<file path="src/rtl/vc_squash_queue.sv">
// Squashable response queue: circular buffer with a single-cycle flush.
// Optional combinational bypass when empty: define VC_SQUASH_QUEUE_BYPASS_EN.
module vc_squash_queue #(
  parameter int p_msg_nbits   = 1,
  parameter int p_num_entries = 2
) (
  input  logic                           i_clk,
  input  logic                           i_reset,
  input  logic                           i_domain,
  input  logic                           i_squash,
  input  logic [p_msg_nbits-1:0]         i_enq_msg,
  input  logic                           i_enq_val,
  output logic                           o_enq_rdy,
  output logic [p_msg_nbits-1:0]         o_deq_msg,
  output logic                           o_deq_val,
  input  logic                           i_deq_rdy,
  output logic [$clog2(p_num_entries):0] o_num_free_entries
);

  localparam int PW = $clog2(p_num_entries);
  localparam int CW = PW + 1;
  localparam logic [CW-1:0] DEPTH = CW'(p_num_entries);

  logic [p_msg_nbits-1:0] r_mem [p_num_entries];
  logic [PW-1:0]          r_enq_ptr;
  logic [PW-1:0]          r_deq_ptr;
  logic [CW-1:0]          r_count;

  logic [PW-1:0]          w_enq_ptr_nxt;
  logic [PW-1:0]          w_deq_ptr_nxt;
  logic [CW-1:0]          w_count_nxt;
  logic                   w_full;
  logic                   w_empty;
  logic                   w_enq_go;
  logic                   w_deq_go;
  logic                   w_unused_domain;

  // domain is a label only; it never steers behaviour
  assign w_unused_domain = i_domain;

  assign w_full  = (r_count == DEPTH);
  assign w_empty = (r_count == '0);

  assign o_enq_rdy          = !w_full;
  assign o_num_free_entries = DEPTH - r_count;

`ifdef VC_SQUASH_QUEUE_BYPASS_EN
  // An empty queue forwards the offered message; if it is taken now, storage is untouched
  assign o_deq_val = !i_squash && (!w_empty || i_enq_val);
  assign o_deq_msg = w_empty ? i_enq_msg : r_mem[r_deq_ptr];
  assign w_enq_go  = i_enq_val && !w_full && !i_squash && !(w_empty && i_deq_rdy);
  assign w_deq_go  = o_deq_val && i_deq_rdy && !w_empty;
`else
  assign o_deq_val = !w_empty && !i_squash;
  assign o_deq_msg = r_mem[r_deq_ptr];
  assign w_enq_go  = i_enq_val && !w_full && !i_squash;
  assign w_deq_go  = o_deq_val && i_deq_rdy;
`endif

  always_comb begin
    w_enq_ptr_nxt = r_enq_ptr;
    w_deq_ptr_nxt = r_deq_ptr;
    w_count_nxt   = r_count;
    if (i_squash) begin
      w_enq_ptr_nxt = '0;
      w_deq_ptr_nxt = '0;
      w_count_nxt   = '0;
    end else begin
      if (w_enq_go) w_enq_ptr_nxt = r_enq_ptr + PW'(1);
      if (w_deq_go) w_deq_ptr_nxt = r_deq_ptr + PW'(1);
      case ({w_enq_go, w_deq_go})
        2'b10:   w_count_nxt = r_count + CW'(1);
        2'b01:   w_count_nxt = r_count - CW'(1);
        default: w_count_nxt = r_count;
      endcase
    end
  end

  always_ff @(posedge i_clk) begin
    if (i_reset) begin
      r_enq_ptr <= '0;
      r_deq_ptr <= '0;
      r_count   <= '0;
    end else begin
      r_enq_ptr <= w_enq_ptr_nxt;
      r_deq_ptr <= w_deq_ptr_nxt;
      r_count   <= w_count_nxt;
    end
  end

  always_ff @(posedge i_clk) begin
    if (w_enq_go) r_mem[r_enq_ptr] <= i_enq_msg;
  end

endmodule

</file>
<file path="config.mk">
export PLATFORM = sky130hd
export DESIGN_NAME = vc_squash_queue
export DESIGN_NICKNAME = d
export VERILOG_FILES = /design/src/rtl/vc_squash_queue.sv
export SDC_FILE = /design/constraint.sdc
export NUM_CORES = 1
export LEC_CHECK = 0
export CAP_MARGIN = 25
export CORE_AREA = 4 4 41 43
export DETAILED_ROUTE_END_ITERATION = 10
export DIE_AREA = 0 0 45 47
export PLACE_DENSITY = 0.51
export SLEW_MARGIN = 10
export SYNTH_ARGS = -nofsm -noshare
export SYNTH_HDL_FRONTEND = slang
export SYNTH_SLANG_ARGS = --single-unit
</file>
<file path="constraint.sdc">
create_clock -name i_clk -period 1.95 [get_ports i_clk]
set_input_delay 0.39 -clock i_clk [delete_from_list [all_inputs] [get_ports i_clk]]
set_output_delay 0.39 -clock i_clk [all_outputs]
set_load 0.02 [all_outputs]
</file>
==> metrics.txt <==
status finished, final reports clean; first drt pass iteration count 3; Power Density 653.5 nW/um^2; GP Congestion between 0.7 and 0.8; slowest stage delay, CP 0.53 ns; dominant cell type by area after synthesis dfxtp_1; I/O pin count 12; Setup crit end kind output port; Syn Nets 45; vias in the first global route between 300 and 400; Synth Register Bits 7; Max-Cap Viols 0; fin util 0.4077; Yosys cell types 16; postcts setup bufs 0; Skew-Pair Late Insertion Delay 0.26 ns; final worst slack 0.1434 ns; final wirelength 731 um; CP Launch Type register; first-pass GRT wire length 1.352 mm; min-delay worst type register to register; FP Rows 13; Die Y 47 um; cells along the critical path mux2_2 > clkdlybuf4s50_1; cts bufs inserted 3; Tcrit/Tclk final 0.9265; commonest non-fill, non-tap cell in the layout clkdlybuf4s50_1; Final Hold Fails 0; CP max stage cell clkdlybuf4s50_1; average routed wire per standard cell 10.75 um; fin nets 64; CP max FO 1; detailed-placement wirelength estimate slightly below 600 um; DR top layer met3; core area 1301 um^2; layout cell share with drive strength beyond 1 0.2264; largest net degree at the start of global routing 6; Final min period 1.807 ns; Setup CP Type register to output port; worst relative slew slack 0.8438; fillers 147; Setup Skew 0.01065 ns; Total Die Area roughly 2100 um^2; commonest cells after routing, fill and taps aside 7 x clkdlybuf4s50_1, 5 x inv_1, 5 x dfxtp_1, 5 x buf_4, 4 x nor3_1; Final Setup Violations 0; die width approximately 45 um; pre-CTS setup slack -0.1456 ns; synthesized netlist cell count 35; maximum level of the CTS H-tree 1; WL met1 300 um; DRC 0; Sequential Area approximately 160 um^2; Ant. Diodes 0; port bufs 10; fmax 0.5535 GHz; DR vias 284; initial antenna violation count 0; synth warn 0; final max-slew violation count 0; starting density of the core 0.2654; Yosys top cell area share 0.2899; unrepaired setup endpoints after global routing no; worst slew pin tran around 0.23 ns; CTS tree done; GRT Overall Usage 0.1006; CP Data Required Time ~1.6 ns; clock buffer depth 2; area delta synth->final 53.62%; Post-Syn Area between 300 and 400 um^2; WL met2 371 um; main area contributors after synthesis dfxtp_1 29%, edfxtp_1 17%, ha_1 11%; vias per cell 4.176; area of the multi-input gates 168.9 um^2; global route overflow 0; Pleak around 0.00020 uW; post-route ant nets 0; maximum vdd drop 337.4 uV; register area share after synthesis 0.4638; Overall Power ~350 uW; initial DRC count 3; clk sinks 7; CTS Root Cell clkbuf_4; clock-pin transition on the worst setup and hold timing paths 0.06 ns; worst path arrival time 1.42 ns; syn avg cell area roughly 10 um^2; WL met3 60 um
-- synth_stat cells --
cell	n
nand2b_1	1
buf_4	1
dfxtp_1	5
nor3_1	4
edfxtp_1	2
nor2_1	3
o21ai_0	1
ha_1	3
xor2_1	1
xnor2_1	3
nor2b_1	2
inv_1	5
a211oi_1	1
and2_1	1
mux2_2	1
or3_1	1
-- per-layer routing --
layer / vias to the layer above / GRT usage
li1: 150 / -
met1: 126 / 0.08696
met2: 8 / 0.1582
met3: 0 / 0.06897
met4: 0 / 0.08772
met5: - / 0
-- per-stage QoR --
step           hold WS [ns]  cell area [um^2]  instances  TNS (ns)
2_1_floorplan        0.4628             347.8         35         0
3_3_place_gp         0.4989             496.7         64   -0.1408
3_5_place_dp         0.5277             496.7         64   -0.1772
4_1_cts              0.5413             520.5         68         0
5_1_grt              0.5798             530.5         68         0
6_report             0.5521             530.5         68         0
-- kinds of logic (layout without fill, tap and decap cells) --
logic type                 count (synthesis)  after routing  share of synthesized area
AOI/OAI and AO/OA                          2              2                    0.03623
xor gates and xnor gates                   4              4                     0.1015
adders and majority gates                  3              3                     0.1087
buffers and inverters                      6             24                    0.07610
DFF                                        7              7                     0.4638
muxes                                      1              1                    0.03261
and+or+nand+nor                           12             12                     0.1812
-- repair_timing --
action                     4_1_cts  5_1_grt
gates resized for setup          2        3
hold buffers                     0        0
setup endpoints to repair        2        2
gates cloned                     0        0
-- final cells by class --
| class | count | share of cell area |
|---|---|---|
| well taps | 15 | 0.03538 |
| clock buffers | 4 | 0.04953 |
| multi-input cells | 22 | 0.3184 |
| flip-flops and latches | 7 | 0.3019 |
| inverters | 5 | 0.03538 |
| repair buffers | 15 | 0.2594 |
-- worst max-delay path: cells and delay by family (launching register included) --
kind / cells / cell delay, ns
mux: 1 / 0.26
buf+inv: 1 / 0.53
flops: 1 / 0.37
-- power by group --
part	switching [uW]	total [uW]	internal (uW)	leakage [uW]
Sequential	1.97	156	154	0.0000589
Clock	58.1	136	78.4	0.0000150
Combinational	23.7	54.3	30.7	0.000124
Total	83.7	347	263	0.000198
-- worst paths after layout --
check,start,to,slack (ns),depth (start not counted)
worst max-delay path,r_mem[1]$_DFFE_PP_,o_deq_msg,0.14,2
worst min-delay path,r_count[1]$_SDFFE_PP0P_,r_count[1]$_SDFFE_PP0P_,0.55,2
worst max register to register,r_count[0]$_SDFFE_PP0P_,r_count[1]$_SDFFE_PP0P_,0.18,8
worst min register to register,r_count[1]$_SDFFE_PP0P_,r_count[1]$_SDFFE_PP0P_,0.55,2
Note: power is estimated with default switching activity, not from simulation.
